`src/rtl/sha256_nonce_sequencer_if.sv`:
```
// Bundle of the host, core and memory-port signals around the nonce sequencer.
// The slave view belongs to the sequencer; the master view belongs to
// whatever surrounds it (host, core, memory).
interface sha256_nonce_sequencer_if;
  // host side
  logic        start;
  logic        abort;
  logic [15:0] message_addr;
  logic [15:0] output_addr;
  logic [31:0] nonce_first;
  logic [15:0] nonce_count;
  logic        busy;
  logic        done;
  logic        aborted;
  logic [15:0] nonces_done;

  // hash core side
  logic        core_start;
  logic [15:0] core_message_addr;
  logic [15:0] core_output_addr;
  logic        core_done;
  logic        core_mem_we;
  logic [15:0] core_mem_addr;
  logic [31:0] core_mem_write_data;
  logic [31:0] core_mem_read_data;

  // shared memory port
  logic        mem_clk;
  logic        mem_we;
  logic [15:0] mem_addr;
  logic [31:0] mem_write_data;
  logic [31:0] mem_read_data;

  modport slave (
    input  start, abort, message_addr, output_addr, nonce_first, nonce_count,
    output busy, done, aborted, nonces_done,
    output core_start, core_message_addr, core_output_addr,
    input  core_done, core_mem_we, core_mem_addr, core_mem_write_data,
    output core_mem_read_data,
    output mem_clk, mem_we, mem_addr, mem_write_data,
    input  mem_read_data
  );

  modport master (
    output start, abort, message_addr, output_addr, nonce_first, nonce_count,
    input  busy, done, aborted, nonces_done,
    input  core_start, core_message_addr, core_output_addr,
    output core_done, core_mem_we, core_mem_addr, core_mem_write_data,
    input  core_mem_read_data,
    input  mem_clk, mem_we, mem_addr, mem_write_data,
    output mem_read_data
  );
endinterface

```
`src/rtl/sha256_nonce_sequencer.sv`:
```
// Nonce sweep controller for the simplified SHA-256 core. For each nonce it
// patches the nonce word of the message in shared memory, kicks the core,
// waits for the core to finish and steps the digest pointer. It owns the one
// memory port and hands it to the core only while the core is running.
module sha256_nonce_sequencer #(
  parameter int NONCE_OFFSET = 19,
  parameter int OUT_STRIDE   = 8
) (
  input  logic                     clk,
  input  logic                     reset_n,
  sha256_nonce_sequencer_if.slave  bus
);

  localparam logic [15:0] LP_NONCE_OFFSET = 16'(NONCE_OFFSET);
  localparam logic [15:0] LP_OUT_STRIDE   = 16'(OUT_STRIDE);

  typedef enum logic [2:0] {
    S_IDLE,
    S_NWR,
    S_KICK,
    S_WLOW,
    S_WHIGH,
    S_NEXT,
    S_FIN
  } state_t;

  state_t      r_state;
  state_t      w_nextState;
  logic        w_accept;

  logic [15:0] r_msgAddr;
  logic [15:0] r_outPtr;
  logic [31:0] r_nonce;
  logic [15:0] r_remaining;
  logic [15:0] r_noncesDone;
  logic        r_aborted;
  logic        r_abortPending;

  logic        w_memWe;
  logic [15:0] w_memAddr;
  logic [31:0] w_memWriteData;

  // State register; reset drops straight back to IDLE with no done pulse.
  always_ff @(posedge clk or negedge reset_n) begin
    if (!reset_n) begin
      r_state <= S_IDLE;
    end else begin
      r_state <= w_nextState;
    end
  end

  // Next-state logic; start is only taken once the core reports idle, and
  // WLOW swallows the stale done level the core still shows right after KICK.
  always_comb begin
    w_nextState = r_state;
    w_accept    = 1'b0;
    case (r_state)
      S_IDLE: begin
        if (bus.start && bus.core_done) begin
          w_accept    = 1'b1;
          w_nextState = (bus.nonce_count == 16'd0) ? S_FIN : S_NWR;
        end
      end
      S_NWR:   w_nextState = S_KICK;
      S_KICK:  w_nextState = S_WLOW;
      S_WLOW: begin
        if (!bus.core_done) begin
          w_nextState = S_WHIGH;
        end
      end
      S_WHIGH: begin
        if (bus.core_done) begin
          w_nextState = S_NEXT;
        end
      end
      S_NEXT: begin
        if (r_remaining == 16'd1 || r_abortPending) begin
          w_nextState = S_FIN;
        end else begin
          w_nextState = S_NWR;
        end
      end
      S_FIN:   w_nextState = S_IDLE;
      default: w_nextState = S_IDLE;
    endcase
  end

  // Job registers: loaded on acceptance, stepped once per finished hash.
  always_ff @(posedge clk or negedge reset_n) begin
    if (!reset_n) begin
      r_msgAddr    <= 16'd0;
      r_outPtr     <= 16'd0;
      r_nonce      <= 32'd0;
      r_remaining  <= 16'd0;
      r_noncesDone <= 16'd0;
      r_aborted    <= 1'b0;
    end else begin
      case (r_state)
        S_IDLE: begin
          if (w_accept) begin
            r_msgAddr    <= bus.message_addr;
            r_outPtr     <= bus.output_addr;
            r_nonce      <= bus.nonce_first;
            r_remaining  <= bus.nonce_count;
            r_noncesDone <= 16'd0;
            r_aborted    <= 1'b0;
          end
        end
        S_NEXT: begin
          r_nonce      <= r_nonce + 32'd1;
          r_outPtr     <= r_outPtr + LP_OUT_STRIDE;
          r_noncesDone <= r_noncesDone + 16'd1;
          r_remaining  <= r_remaining - 16'd1;
          // An abort only counts as such if it actually cut the sweep short.
          if (r_remaining != 16'd1 && r_abortPending) begin
            r_aborted <= 1'b1;
          end
        end
        default: begin
        end
      endcase
    end
  end

  // Abort request latch; remembered until the running hash is finished.
  always_ff @(posedge clk or negedge reset_n) begin
    if (!reset_n) begin
      r_abortPending <= 1'b0;
    end else if (w_accept) begin
      r_abortPending <= 1'b0;
    end else if (bus.abort && r_state != S_IDLE) begin
      r_abortPending <= 1'b1;
    end
  end

  // Memory port mux keyed on registered state, so ownership never flips on
  // the core's done edge.
  always_comb begin
    w_memWe        = 1'b0;
    w_memAddr      = 16'd0;
    w_memWriteData = 32'd0;
    case (r_state)
      S_NWR: begin
        w_memWe        = 1'b1;
        w_memAddr      = r_msgAddr + LP_NONCE_OFFSET;
        w_memWriteData = r_nonce;
      end
      S_KICK, S_WLOW, S_WHIGH: begin
        w_memWe        = bus.core_mem_we;
        w_memAddr      = bus.core_mem_addr;
        w_memWriteData = bus.core_mem_write_data;
      end
      default: begin
      end
    endcase
  end

  assign bus.mem_clk            = clk;
  assign bus.mem_we             = w_memWe;
  assign bus.mem_addr           = w_memAddr;
  assign bus.mem_write_data     = w_memWriteData;
  assign bus.core_mem_read_data = bus.mem_read_data;

  assign bus.busy               = (r_state != S_IDLE);
  assign bus.done               = (r_state == S_FIN);
  assign bus.aborted            = r_aborted;
  assign bus.nonces_done        = r_noncesDone;
  assign bus.core_start         = (r_state == S_KICK);
  assign bus.core_message_addr  = r_msgAddr;
  assign bus.core_output_addr   = r_outPtr;

endmodule
```
`src/flat_wrapper.sv`:
```
// flat-port wrapper written by rule: the top's interface ports become plain ports
module sha256_nonce_sequencer_flat 
#(
  parameter int NONCE_OFFSET = 19,
  parameter int OUT_STRIDE   = 8
)
  (clk, reset_n, bus_start, bus_abort, bus_message_addr, bus_output_addr, bus_nonce_first, bus_nonce_count, bus_busy, bus_done, bus_aborted, bus_nonces_done, bus_core_start, bus_core_message_addr, bus_core_output_addr, bus_core_done, bus_core_mem_we, bus_core_mem_addr, bus_core_mem_write_data, bus_core_mem_read_data, bus_mem_clk, bus_mem_we, bus_mem_addr, bus_mem_write_data, bus_mem_read_data);
  sha256_nonce_sequencer_if bus_i ();
  input  logic clk;
  input  logic reset_n;
  input wire logic [$bits(bus_i.start)-1:0] bus_start;
  input wire logic [$bits(bus_i.abort)-1:0] bus_abort;
  input wire logic [$bits(bus_i.message_addr)-1:0] bus_message_addr;
  input wire logic [$bits(bus_i.output_addr)-1:0] bus_output_addr;
  input wire logic [$bits(bus_i.nonce_first)-1:0] bus_nonce_first;
  input wire logic [$bits(bus_i.nonce_count)-1:0] bus_nonce_count;
  output wire logic [$bits(bus_i.busy)-1:0] bus_busy;
  output wire logic [$bits(bus_i.done)-1:0] bus_done;
  output wire logic [$bits(bus_i.aborted)-1:0] bus_aborted;
  output wire logic [$bits(bus_i.nonces_done)-1:0] bus_nonces_done;
  output wire logic [$bits(bus_i.core_start)-1:0] bus_core_start;
  output wire logic [$bits(bus_i.core_message_addr)-1:0] bus_core_message_addr;
  output wire logic [$bits(bus_i.core_output_addr)-1:0] bus_core_output_addr;
  input wire logic [$bits(bus_i.core_done)-1:0] bus_core_done;
  input wire logic [$bits(bus_i.core_mem_we)-1:0] bus_core_mem_we;
  input wire logic [$bits(bus_i.core_mem_addr)-1:0] bus_core_mem_addr;
  input wire logic [$bits(bus_i.core_mem_write_data)-1:0] bus_core_mem_write_data;
  output wire logic [$bits(bus_i.core_mem_read_data)-1:0] bus_core_mem_read_data;
  output wire logic [$bits(bus_i.mem_clk)-1:0] bus_mem_clk;
  output wire logic [$bits(bus_i.mem_we)-1:0] bus_mem_we;
  output wire logic [$bits(bus_i.mem_addr)-1:0] bus_mem_addr;
  output wire logic [$bits(bus_i.mem_write_data)-1:0] bus_mem_write_data;
  input wire logic [$bits(bus_i.mem_read_data)-1:0] bus_mem_read_data;
  assign bus_i.start = bus_start;
  assign bus_i.abort = bus_abort;
  assign bus_i.message_addr = bus_message_addr;
  assign bus_i.output_addr = bus_output_addr;
  assign bus_i.nonce_first = bus_nonce_first;
  assign bus_i.nonce_count = bus_nonce_count;
  assign bus_busy = bus_i.busy;
  assign bus_done = bus_i.done;
  assign bus_aborted = bus_i.aborted;
  assign bus_nonces_done = bus_i.nonces_done;
  assign bus_core_start = bus_i.core_start;
  assign bus_core_message_addr = bus_i.core_message_addr;
  assign bus_core_output_addr = bus_i.core_output_addr;
  assign bus_i.core_done = bus_core_done;
  assign bus_i.core_mem_we = bus_core_mem_we;
  assign bus_i.core_mem_addr = bus_core_mem_addr;
  assign bus_i.core_mem_write_data = bus_core_mem_write_data;
  assign bus_core_mem_read_data = bus_i.core_mem_read_data;
  assign bus_mem_clk = bus_i.mem_clk;
  assign bus_mem_we = bus_i.mem_we;
  assign bus_mem_addr = bus_i.mem_addr;
  assign bus_mem_write_data = bus_i.mem_write_data;
  assign bus_i.mem_read_data = bus_mem_read_data;
  sha256_nonce_sequencer #(.NONCE_OFFSET(NONCE_OFFSET), .OUT_STRIDE(OUT_STRIDE)) u_core (.clk(clk), .reset_n(reset_n), .bus(bus_i));
endmodule
```
`config.mk`:
```
export PLATFORM = sky130hd
export DESIGN_NAME = sha256_nonce_sequencer_flat
export DESIGN_NICKNAME = d
export VERILOG_FILES = /design/src/rtl/sha256_nonce_sequencer_if.sv /design/src/rtl/sha256_nonce_sequencer.sv /design/src/flat_wrapper.sv
export SDC_FILE = /design/constraint.sdc
export NUM_CORES = 1
export LEC_CHECK = 0
export ABC_AREA = 1
export CORE_MARGIN = 2
export CORE_UTILIZATION = 40
export CTS_CLUSTER_SIZE = 10
export DETAILED_ROUTE_END_ITERATION = 7
export MAX_ROUTING_LAYER = met4
export PLACE_DENSITY = 0.78
export REMOVE_ABC_BUFFERS = 1
export SLEW_MARGIN = 25
export SYNTH_ARGS = -nofsm -noshare
export SYNTH_HDL_FRONTEND = slang
export SYNTH_SLANG_ARGS = --single-unit
```
`constraint.sdc`:
```
create_clock -name clk -period 1.8 [get_ports clk]
set_clock_uncertainty 0.2 [all_clocks]
set_input_delay 0.36 -clock clk [delete_from_list [all_inputs] [get_ports clk]]
set_output_delay 0.36 -clock clk [all_outputs]
set_load 0.02 [all_outputs]
```
Word-level counts from Yosys, hierarchy flattened
Cells that the tools add are included.
{"block": "op_classes", "n_addsub": 5, "n_eq_ne": 13, "n_reduce_logical": 14, "n_mux": 24}
{"cell": "$pmux W16 S2", "count": 4}
{"cell": "$pmux W32 S2", "count": 2}
{"cell": "$mux W16", "count": 3}
{"cell": "$add A32 B1 Y32 const B", "count": 1}
{"cell": "$mux W32", "count": 1}
{"cell": "$pmux W3 S6", "count": 1}
{"cell": "$add A16 B1 Y16 const B", "count": 1}
{"cell": "$add A16 B4 Y16 const B", "count": 1}
{"cell": "$add A16 B5 Y16 const B", "count": 1}
{"cell": "$eq A16 B1 Y1 const B", "count": 1}
{"cell": "$logic_not A16 Y1", "count": 1}
{"cell": "$ne A16 B1 Y1 const B", "count": 1}
{"cell": "$sub A16 B1 Y16 const B", "count": 1}
{"cell": "$mux W3", "count": 5}
{"cell": "$eq A3 B3 Y1 const B", "count": 3}
{"cell": "$eq A3 B2 Y1 const B", "count": 2}
{"cell": "$mux W1", "count": 6}
{"cell": "$ne A2 B1 Y1 const B", "count": 3}
{"cell": "$reduce_and A3 Y1", "count": 2}
{"cell": "$ne A2 B2 Y1 const B", "count": 2}
{"cell": "$pmux W1 S2", "count": 2}
{"cell": "$reduce_and A2 Y1", "count": 2}
{"cell": "$reduce_bool A2 Y1", "count": 2}
{"cell": "$eq A3 B1 Y1 const B", "count": 1}
{"cell": "other kinds (5)", "count": 7}
{"block": "word_totals", "output_inout_bits": 134, "regBits": 101, "in_bits": 166, "elab_cells": 64}

Longest topological paths before layout
{"block": "depth", "depth_word": 5, "ltp_mapped": 11, "depth_no_buf": 11}

==> out/qor.csv <==
metric,value,unit
HPWL after DPL,20000,um
RD Place Congestion,0.906,
"EDFF count, synth",0,
cells after synthesis,1142,
die area,19500,um2
fin cells,1758,
Synth area leader,dfrtp_1,
dominant cells by area after synthesis,"dfrtp_1 (34%), nand2_1 (20%), nand3_1 (7.6%)",
failing checks,negative setup slack,
fill count,1335,
max_slew headroom,66.4,%
FF/Latch Area,2530,um2
Via-to-Cell Ratio,5.40,
worst min path class,in2reg,
final design utilization,72.4,%
Layout area overhead,77.0,%
largest net degree at the start of global routing,65,
CTS tree,done,
worst slack at placement,-842,ps
core area,18000,um2
area fraction of the dominant cell type after synthesis,34.3,%
switching pwr,9.89,mW
nets@finish,1693,
Setup Viol. Count Final,156,
chip height,140,um
Synth Flop Type,dfrtp_1,
maximum clock rate,405,MHz
Net Sw Frac,45.3,%
leakage power total,6.05,nW
status,finished with violations,
synthesized cell area,7370,um2
Synthesis Warnings,0,
I/O pin total,300,
footprint of the multi-input gates,4730,um2
vias in the first global route,8998,
average size of a mapped cell,6.45,um2
minimum clock period,2470,ps
register share of total power,18.8,%
"Max FO, Critical Path",7,
port buffer count,235,
flip-flop and latch count after synthesis,101,
ys async rst share,100,%
CP Capture Type,primary output,
DRT antenna net count,0,
Vias,9493,
antenna violations before repair,3,
combinational share of power,70.3,%
critical path data required time,1240,ps
sequential-to-total area share from yosys stat,34.3,%
setup TNS,-49300,ps
PwrDens,1670,nW/um2
gr usage total,31.0,%
period utilisation layout,137,%
Starting Density,40.9,%
drt wl/cell,18.3,um
Critical Path AT,1910,ps
worst slew pin tran,505,ps
CP Class,reg2out,
row count,49,
Worst-Skew Late Latency,460,ps
drt total wl,32200,um
final instance area,13000,um2
Clock Power Share,10.9,%
DR iter-0 viols,736,
DRC violations left,0,
layout cells sized above 1,31.3,%
placed instance area,10700,um2
die width,140,um
clock-pin slew on the worst setup and hold paths,70,ps
Cell variety after synth,43,
unrepaired setup endpoints after global routing,yes,
first-pass iteration count of the detailed router,6,
dpl cells,1666,
Cell Int Power,11.9,mW
maxcap violations,0,
crit start category,register,
Final Hold Fails,0,
Slew Limit Fails,0,
global route total overflow,0,
first-pass GRT wire length,46700,um
setup ws final,-670,ps
Max VDD drop,1460,uV
[repair_timing]
item / 4_1_cts / 5_1_grt
pin swaps: 37 / 66
setup buffers: 34 / 23
gates resized for setup: 605 / 223
endpoints found under the setup margin: 155 / 179
hold buffers: 1 / 0
hold endpoints to repair: 101 / 0
cloned: 17 / 7
[power groups by stage]
stage	Clock, mW	Combinational [mW]	Sequential (mW)
finish	2.37	15.4	4.11
detailed placement	0.0746	11.2	4.01
global route	2.50	16.3	4.21
CTS	2.39	13.3	4.01
global placement	0.0746	11.0	3.97
floorplan	0	4.84	4.57
[sequential cells by signal (all words and copies together), names as in the netlist]
| name | flops |
|---|---|
| u_core.r_remaining | 16 |
| u_core.bus.core_output_addr | 16 |
| u_core.bus.core_message_addr | 16 |
| u_core.r_state | 3 |
| u_core.r_nonce | 32 |
| u_core.r_abortPending | 1 |
| u_core.bus.aborted | 1 |
| u_core.bus.nonces_done | 16 |
[path summary, 6_finish.rpt]
kind                                       from                          endpoint  slack (ps)  cells past startpoint
max reg2reg                   u_core.r_state[1]   u_core.bus.core_output_addr[15]        -330                     14
min                        bus_message_addr[12]  u_core.bus.core_message_addr[12]         230                      3
min reg2reg                  u_core.bus.aborted                u_core.bus.aborted         300                      2
min in group asynchronous               reset_n                u_core.r_nonce[18]         240                      3
max in group asynchronous               reset_n    u_core.bus.core_output_addr[6]         710                      3
max                           u_core.r_state[1]            bus_mem_write_data[31]        -670                      8
[layout by cell type (no fill, tap or decap), types with 17 or more instances in the layout]
cell               n
nand2_1          325
nor2_1           104
inv_1            106
dfrtp_1           97
buf_12            27
buf_8             18
nand2_4           19
buf_4            132
clkdlybuf4s50_1  132
o211ai_1          17
o21ai_1           35
clkbuf_16         17
o21ai_2           29
nand2_2           44
dlygate4sd2_1     18
o21ai_0           28
buf_6             58
buf_2             18
nand3_1           85
nand3_2           22
[worst max-delay path: stages (launching register included)]
cell and delay [ps]:
dfrtp_2 460, inv_2 110, nand2_4 60, nor2_4 180
inv_6 90, buf_8 150, buf_6 120, o21ai_4 140
buf_6 140
[cell families (layout without fill, tap and decap cells)]
group / after synthesis / after routing / synth area share, %
mux: 3 / 3 / 0.458
simple gates: 659 / 659 / 37.3
compound gates: 174 / 174 / 13.9
other cells: 0 / 3 / 0
xor+xnor: 7 / 7 / 0.832
flops: 101 / 101 / 34.3
fa+ha+maj: 6 / 6 / 1.02
buf+inv: 192 / 576 / 12.2
[routing by layer]
layer / share of wire (%) / vias to the layer above / global-route usage, %
met5: 0 / - / -
met4: 3.5 / 0 / 11.6
met3: 8.9 / 95 / 7.16
met2: 48 / 505 / 49.6
met1: 40 / 4452 / 38.5
li1: - / 4441 / -
[synthesized netlist by cell type (all sizes together), types with 6 or more instances]
library cell / instances
nand4: 13
o21a: 12
nand3: 112
inv: 121
xor2: 6
dfrtp: 101
buf: 61
nor3: 16
nand2: 391
a21oi: 21
clkbuf: 10
nor2: 120
o21ai: 97
ha: 6
o211ai: 17
[layout make-up]
class                   count  area share [%]
repair buffers            435            35.3
multi-input cells         849            36.3
repair inverters            1          0.0672
well taps                 229            2.20
inverters                 121            3.79
clock buffers              16            2.49
clock inverters             3           0.336
flip-flops and latches    101            19.4
diodes                      3          0.0576
[stage by stage]
| step | power, mW | hold WS, ps |
|---|---|---|
| after floorplan | 9.40 | -136 |
| after global placement | 15.1 | 197 |
| after detailed placement | 15.3 | 198 |
| after CTS | 19.7 | 222 |
| after global routing | 23.1 | 239 |
| final | 21.8 | 230 |
No activity file was read; power rests on OpenSTA's default activity.
